### config.mk
export PLATFORM = sky130hd
export DESIGN_NAME = position_encoder
export DESIGN_NICKNAME = d
export VERILOG_FILES = /design/src/rtl/tictac_pkg.sv /design/src/rtl/position_encoder_btn_sync.sv /design/src/rtl/position_encoder.sv
export SDC_FILE = /design/constraint.sdc
export NUM_CORES = 1
export LEC_CHECK = 0
export ABC_AREA = 1
export ABC_CLOCK_PERIOD_IN_PS = 8700
export CELL_PAD_IN_SITES_DETAIL_PLACEMENT = 2
export CELL_PAD_IN_SITES_GLOBAL_PLACEMENT = 2
export CORE_MARGIN = 5
export CORE_UTILIZATION = 32
export DETAILED_ROUTE_END_ITERATION = 8
export HOLD_SLACK_MARGIN = 0.15
export PLACE_DENSITY_LB_ADDON = 0.08
export REMOVE_ABC_BUFFERS = 1
export SYNTH_ARGS = -nofsm -noshare
export SYNTH_HDL_FRONTEND = slang
export SYNTH_SLANG_ARGS = --single-unit
### constraint.sdc
create_clock -name clock -period 8.7 [get_ports clock]
set_input_delay 1.74 -clock clock [delete_from_list [all_inputs] [get_ports clock]]
set_output_delay 1.74 -clock clock [all_outputs]
set_load 0.02 [all_outputs]
### src/rtl/tictac_pkg.sv
// Shared definitions for the keypad position encoder.
//   NUM_POS_DEF : default number of keys / board positions
//   CODE_W_DEF  : default width of the position code
//   state_t     : encoder controller states
package tictac_pkg;

    localparam int NUM_POS_DEF = 9;
    localparam int CODE_W_DEF  = 4;

    typedef enum logic [2:0] {
        IDLE,
        DEBOUNCE,
        CHECK,
        OFFER,
        WAIT_REL
    } state_t;

endpackage

### src/rtl/position_encoder_btn_sync.sv
// Multi-bit two-flop synchroniser for the raw keypad levels.
// Each bit is an independent slow level, so per-bit synchronisation is
// sufficient; the debouncer downstream absorbs any skew between bits.
//   clock : sampling clock, rising edge
//   reset : synchronous, active-high; clears both stages
//   d     : asynchronous key levels
//   q     : synchronised key levels
module btn_sync #(
    parameter int WIDTH = 9
) (
    input  logic             clock,
    input  logic             reset,
    input  logic [WIDTH-1:0] d,
    output logic [WIDTH-1:0] q
);

    logic [WIDTH-1:0] meta;

    always_ff @(posedge clock) begin
        if (reset) begin
            meta <= '0;
            q    <= '0;
        end else begin
            meta <= d;
            q    <= meta;
        end
    end

endmodule

### src/rtl/position_encoder.sv
// Keypad position encoder: turns one debounced, legal key press into a
// position code offered on a valid/ready handshake.
//   clock        : rising-edge clock
//   reset        : synchronous, active-high
//   btn          : raw key levels, bit i = position i+1
//   occupied     : board-occupied mask (only used with OCCUPIED_CHECK_EN)
//   pos_code     : position code 0..NUM_POS-1, stable while pos_valid
//   pos_valid    : code offered
//   pos_ready    : consumer accepts; transfer on pos_valid & pos_ready
//   err_multi    : 1-cycle pulse, more than one key held at the check
//   err_occupied : 1-cycle pulse, pressed position already occupied
// Build option: define OCCUPIED_CHECK_EN to reject presses on occupied
// positions; otherwise occupied is ignored and err_occupied stays 0.
//
// state    | meaning
// ---------+-----------------------------------------------------------
// IDLE     | no key seen, waiting for any nonzero synchronised level
// DEBOUNCE | counting consecutive cycles of an unchanged key pattern
// CHECK    | one cycle: validate the snapshot, raise error or offer
// OFFER    | code held on pos_code/pos_valid until pos_ready
// WAIT_REL | waiting for all keys released for DEBOUNCE_CYCLES cycles
module position_encoder
    import tictac_pkg::*;
#(
    parameter int NUM_POS         = NUM_POS_DEF,
    parameter int CODE_W          = CODE_W_DEF,
    parameter int DEBOUNCE_CYCLES = 4
) (
    input  logic               clock,
    input  logic               reset,
    input  logic [NUM_POS-1:0] btn,
    input  logic [NUM_POS-1:0] occupied,
    output logic [CODE_W-1:0]  pos_code,
    output logic               pos_valid,
    input  logic               pos_ready,
    output logic               err_multi,
    output logic               err_occupied
);

    localparam int CNT_W = (DEBOUNCE_CYCLES > 1) ? $clog2(DEBOUNCE_CYCLES) : 1;
    localparam int POP_W = $clog2(NUM_POS + 1);
    localparam logic [CNT_W-1:0] CNT_LAST = CNT_W'(DEBOUNCE_CYCLES - 1);

    state_t             state, state_nxt;
    logic [NUM_POS-1:0] btn_s;
    logic [NUM_POS-1:0] snapshot, snap_nxt;
    logic [CNT_W-1:0]   cnt, cnt_nxt;
    logic [CODE_W-1:0]  code_nxt;
    logic               valid_nxt;
    logic [CODE_W-1:0]  idx;
    logic [POP_W-1:0]   pop_cnt;
    logic               occ_hit;

    btn_sync #(.WIDTH(NUM_POS)) u_sync (
        .clock (clock),
        .reset (reset),
        .d     (btn),
        .q     (btn_s)
    );

    // idx is only meaningful when exactly one snapshot bit is set
    always_comb begin
        idx     = '0;
        pop_cnt = '0;
        for (int i = 0; i < NUM_POS; i++) begin
            if (snapshot[i]) begin
                idx     = CODE_W'(i);
                pop_cnt = pop_cnt + 1'b1;
            end
        end
    end

`ifdef OCCUPIED_CHECK_EN
    // With a single key set, any overlap means that key's position is taken
    assign occ_hit = |(occupied & snapshot);
`else
    logic unused_occupied;
    assign unused_occupied = ^occupied;
    assign occ_hit         = 1'b0;
`endif

    always_ff @(posedge clock) begin
        if (reset) begin
            state     <= IDLE;
            snapshot  <= '0;
            cnt       <= '0;
            pos_code  <= '0;
            pos_valid <= 1'b0;
        end else begin
            state     <= state_nxt;
            snapshot  <= snap_nxt;
            cnt       <= cnt_nxt;
            pos_code  <= code_nxt;
            pos_valid <= valid_nxt;
        end
    end

    always_comb begin
        state_nxt    = state;
        snap_nxt     = snapshot;
        cnt_nxt      = cnt;
        code_nxt     = pos_code;
        valid_nxt    = pos_valid;
        err_multi    = 1'b0;
        err_occupied = 1'b0;

        case (state)
            IDLE: begin
                if (btn_s != '0) begin
                    state_nxt = DEBOUNCE;
                    snap_nxt  = btn_s;
                    cnt_nxt   = '0;
                end
            end
            DEBOUNCE: begin
                if (btn_s != snapshot) begin
                    snap_nxt = btn_s;
                    cnt_nxt  = '0;
                    if (btn_s == '0) state_nxt = IDLE;
                end else if (cnt == CNT_LAST) begin
                    state_nxt = CHECK;
                end else begin
                    cnt_nxt = cnt + 1'b1;
                end
            end
            CHECK: begin
                state_nxt = WAIT_REL;
                cnt_nxt   = '0;
                if (pop_cnt != POP_W'(1)) begin
                    err_multi = 1'b1;
                end else if (occ_hit) begin
                    err_occupied = 1'b1;
                end else begin
                    code_nxt  = idx;
                    valid_nxt = 1'b1;
                    state_nxt = OFFER;
                end
            end
            OFFER: begin
                // key activity is deliberately ignored until the code is taken
                if (pos_ready) begin
                    valid_nxt = 1'b0;
                    cnt_nxt   = '0;
                    state_nxt = WAIT_REL;
                end
            end
            WAIT_REL: begin
                if (btn_s != '0) begin
                    cnt_nxt = '0;
                end else if (cnt == CNT_LAST) begin
                    state_nxt = IDLE;
                end else begin
                    cnt_nxt = cnt + 1'b1;
                end
            end
            default: state_nxt = IDLE;
        endcase
    end

endmodule

-- After elaboration in Yosys (flattened, before gate mapping)
Cells that the tools add are included.
- register bits after elaboration: 37
- input bits: 21
- output and inout bits: 7
- word-level logic and storage cells: 83
- add/sub/neg operators: 9
- equality and inequality tests: 15
- mux-type cells: 40
- bitwise operators: 1
- reduce and logical (&&, ||, !) cells: 11
- operators by type and width (operator ; number):
    two-way mux 4 bit ; 13
    adder 4 x 1 -> 4 bit (second input constant) ; 8
    two-way mux 3 bit ; 8
    two-way mux 9 bit ; 2
    case mux 9 bit (2 select lines) ; 1
    case mux 3 bit (5 select lines) ; 1
    two-way mux 2 bit ; 7
    != test 2 bit (second input constant) ; 6
    case mux 2 bit (5 select lines) ; 1
    logical NOT 9 bit ; 1
    != test 9 bit ; 1
    AND reduction 3 bit ; 3
    nonzero test 9 bit ; 1
    == test 3 x 2 -> 1 bit (second input constant) ; 2
    two-way mux 1 bit ; 6
    != test 3 bit (second input constant) ; 2
    AND reduction 6 bit ; 1
    nonzero test 5 bit ; 1
    != test 4 x 1 -> 1 bit (second input constant) ; 1
    nonzero test 2 bit ; 2
    == test 3 x 1 -> 1 bit (second input constant) ; 1
    == test 3 bit (second input constant) ; 1
    logical NOT 3 bit ; 1
    adder 2 x 1 -> 2 bit (second input constant) ; 1
    4 further kinds ; 4

-- Logic depth before layout (Yosys ltp)
- word-level depth: 20
- gate-level depth with buffers: 32
- depth with buffers taken out: 32

-- Cells and area by module
A second synthesis with hierarchy kept.
- cells, all modules: 325
- area total of the unflattened synthesis: 2244.7 um^2
- by module, submodules not included (module ; times used ; cells an instance ; area each (um^2) ; sequential area each (um^2)):
    position_encoder ; 1 ; 269 ; 1722.9 ; 380.4
    btn_sync ; 1 ; 56 ; 521.8 ; 360.3

-- Worst setup path before layout
OpenSTA, ideal clock, no wires.
- path type: flip-flop to output port
- start: register snapshot[1]
- end: output port err_multi
- data arrival time: 4475 ps
- setup slack: 2485 ps
- stages on the path, launching flop included: 31
- buffers on the path: 0
- path through: dfxtp_1 > inv_1 > ha_1 > inv_1 > nand2_1 > nand2_1 > ha_1 > nand2_1 > nand2_1 > ha_1 > or2_1 > nand2_1 > inv_1 > ha_1 > nand2_1 > nand2_1 > ha_1 > or2_2 > nand2_1 > inv_1 > ha_1 > or2_2 > nand2_1 > inv_1 > ha_1 > nor2_4 > nand2_2 > nand2_4 > nand2_1 > nand2_1 > inv_1
- word-level cells in the longest chain between the ends: 18
- RTL lines (item ; RTL line ; source):
    start: declaration ; position_encoder.sv:46 ; logic [NUM_POS-1:0] snapshot, snap_nxt;
    start signal: assignment ; position_encoder.sv:91 ; snapshot <= snap_nxt;
    two-way mux 4 bit * ; position_encoder.sv:66 ; if (snapshot[i]) begin
    adder 4 x 1 -> 4 bit ; position_encoder.sv:68 ; pop_cnt = pop_cnt + 1'b1;
    two-way mux 4 bit * ; position_encoder.sv:66 ;
    adder 4 x 1 -> 4 bit ; position_encoder.sv:68 ;
    two-way mux 4 bit * ; position_encoder.sv:66 ;
    adder 4 x 1 -> 4 bit ; position_encoder.sv:68 ;
    two-way mux 4 bit * ; position_encoder.sv:66 ;
    adder 4 x 1 -> 4 bit ; position_encoder.sv:68 ;
    [2 not listed] ; n/a ;
    two-way mux 4 bit * ; position_encoder.sv:66 ;
    adder 4 x 1 -> 4 bit ; position_encoder.sv:68 ;
    two-way mux 4 bit * ; position_encoder.sv:66 ;
    adder 4 x 1 -> 4 bit ; position_encoder.sv:68 ;
    two-way mux 4 bit * ; position_encoder.sv:66 ;
    != test 4 x 1 -> 1 bit * ; position_encoder.sv:129 ; if (pop_cnt != POP_W'(1)) begin
    two-way mux 1 bit * ; position_encoder.sv:129 ;
    two-way mux 1 bit * ; position_encoder.sv:107 ; case (state)
    end: declaration ; position_encoder.sv:36 ; output logic err_multi,
Mark *: on every way between the ends. The rest lies on a longest branch, timed or not.

-- Worst setup path in the final report
Same ends and word-level chain as after synthesis.

==> out/metrics.cfg <==
[outcome]
outcome=finished clean

[setup_path]
rr_worst_depth=31
rrSetupSlack_ns=3.58
crit_arrival_ns=5.78
crit_slowest_cell=clkdlybuf4s50_1
r2r-end=state[1]
cp_data_required_time_ns=6.96
slowest_delay_ns=0.61
cp_common_cell=nand2_1
timing.rr.start=snapshot[1]
worstSetupStartpointType=register
critPathMaxFanout=6
worstSetupPathType=reg2out
critPathCaptureType=output port

[finish]
num-nets-final=379
final_area_um2=2580
diodes=0
fill_cells=845
syn2layout_area_growth_pct=17.5
layout_common_cells=nand2_1, inv_1, dfxtp_1
drive_above_1_share_pct=14.2
final_cells=431
final_common_cell=nand2_1

[yosys]
synthAdderAreaFrac_pct=4.56
synth_top_family_by_area=simple AND/OR/NAND/NOR gates
syn_area_per_cell_um2=6.63
ys_seq_elements=37
synth_xor_area_share_pct=1.20
muxShareOfSynthArea_pct=0
synthDistinctLibCells=30
ys_seq_area_share_pct=33.7
synthSimpleGateAreaFrac_pct=38.2
synth_compound_gate_area_share_pct=10.8
synthCells=331
ys_warn_count=0
syn-cell-area_um2=2200

[clock_network]
cts.reportedPaths.clkPinSlew_ns=0.08
insertion_delay_ns=0.28
cts.sinks=37
cts.path.max_buffers=2
cts_tree=built
post_cts_buffers=0
root_buffer=clkbuf_8
ctsResizeCount=0
cts_inserted_buffers=5
cts.hold.buffers_added=0
ctsHtreeMaxLevel=2

[sta]
finalSetupViolCount=0
slew_violations=0
rsz0062_at_grt=no
worst_pin_slew_ns=0.770
fin_worst_skew_ns=0.00484
setup-tns-final_ns=0
max_freq_mhz=133
finalCritPeriodShare_pct=86.4
hold_viol=0
hold_ws_ns=0.407
relSlewSlack_pct=48.3
min_period_ns=7.52

[min_path]
min_to=u_sync.q[8]
hold_path.class=reg2reg
holdPathStages=2
min-delay-start=u_sync.meta[8]

[routing]
vias_per_cell=4.81
drc=0
firstDrtPassIters=4
vias=2073
wl_per_cell_um=12.9
ant_nets=0
drt_wl_total_mm=5.55
dr.first_iter.drc_count=40

[place]
dp.cells=423
gp_routability_congestion=0.761
dp_hpwl_mm=4.41
place_area_um2=2450
portBuffers=17

[pwr]
ir_drop_v=0.000114
power_density_nw_per_um2=414
power.share.clock_pct=16.4
comb_power_share_pct=61.4
p_seq_share_pct=22.2
switchingPower_uw=532
intPower_uw=537
p_leak_uw=0.00124
p_sw_share_pct=49.7

[global_route]
grt_pass1_wl_mm=10.1
overflow=0
grt_pass1_vias=2267
grt_max_degree=25
antenna_found_initial=0
grtUsageTotal_pct=14.3

[die]
io_pins=28
die_area_um2=8620
start_util_pct=32.7
die_h_um=92.8
rows=30
die_w_um=92.8
core-area_um2=6720

[flow_run]
max_cap_violations=0

==> registers in the layout, indices dropped and copies added, names as in the netlist <==
register     flops
snapshot         9
state            3
pos_code         4
u_sync.q         9
u_sync.meta      9
pos_valid        1
cnt              2
==> metrics by stage <==
step | utilization [%] | worst slack, ns | total power (µW)
after floorplan | - | 2.49 | 753
after global placement | 36.4 | 1.55 | 878
after detailed placement | 36.4 | 1.40 | 911
after CTS | 38.4 | 1.07 | 1090
after global routing | 38.4 | 0.677 | 1200
final | 38.4 | 1.18 | 1070
==> final cells by class <==
cell class	instances	area, µm²	share of cell area (%)
multi-input combinational	229	1210	46.8
clock inverter	3	65.1	2.52
sequential	37	741	28.7
tap	80	100	3.88
inverter	59	221	8.58
timing repair buffer	18	178	6.89
clock buffer	5	68.8	2.67
==> how the worst max path moves through the flow <==
stage / start / end / cells after the start
final: snapshot[1] / err_multi / 32
after global routing: snapshot[1] / err_multi / 32
after CTS: snapshot[1] / err_multi / 32
after detailed placement: snapshot[1] / err_multi / 32
after global placement: snapshot[1] / err_multi / 31
after floorplan: snapshot[1] / err_multi / 30
==> critical path, delay by kind of cell (launching register included) <==
kind                       cells  cell delay, ns
and+or+nand+nor               18            2.18
buffers and inverters          7            1.06
DFF                            1            0.36
adders and majority gates      7            1.90
==> Yosys cell counts <==
| cell type | n | area (µm²) |
|---|---|---|
| nand2_4 | 1 | 11.3 |
| a31oi_1 | 3 | 18.8 |
| buf_2 | 1 | 5.00 |
| nor4_1 | 1 | 6.26 |
| nand2_2 | 15 | 93.8 |
| conb_1 | 1 | 3.75 |
| buf_4 | 1 | 7.51 |
| nand2_1 | 78 | 293 |
| nor3_1 | 5 | 25.0 |
| inv_2 | 4 | 15.0 |
| ha_1 | 8 | 100 |
| or2_1 | 1 | 6.26 |
| nor2_4 | 2 | 22.5 |
| xor2_1 | 3 | 26.3 |
| nor2_1 | 32 | 120 |
| or2_2 | 7 | 43.8 |
| o21ai_1 | 1 | 5.00 |
| dfxtp_1 | 37 | 741 |
| nor2_2 | 1 | 6.26 |
| nand4_1 | 7 | 43.8 |
| inv_1 | 54 | 203 |
| o211ai_1 | 2 | 15.0 |
| clkbuf_1 | 4 | 15.0 |
| clkinv_1 | 1 | 3.75 |
| nand3_4 | 1 | 17.5 |
| o21ai_0 | 17 | 85.1 |
| a21oi_2 | 2 | 17.5 |
| a21oi_1 | 19 | 95.1 |
| nand3_2 | 8 | 80.1 |
| nand3_1 | 14 | 70.1 |
==> kinds of logic (layout without fill, tap and decap cells) <==
logic type	after synthesis	count (layout)
fa+ha+maj	8	8
xor+xnor	3	3
flops	37	37
simple gates	173	173
buf+inv	65	85
other cells	1	1
compound gates	44	44
==> power groups by stage <==
stage / Clock, µW / Combinational [µW] / Sequential, µW
floorplan: 0 / 524 / 229
global placement: 0 / 637 / 241
detailed placement: 0 / 669 / 243
CTS: 182 / 674 / 239
global route: 188 / 772 / 245
finish: 176 / 656 / 237
==> metal layers <==
metal	track usage, %	share of wire, %
met1	16.6	45
met2	26.8	52
met3	1.79	1.9
met4	4.64	1.1
met5	0	0
No activity file was read; power rests on OpenSTA's default activity.
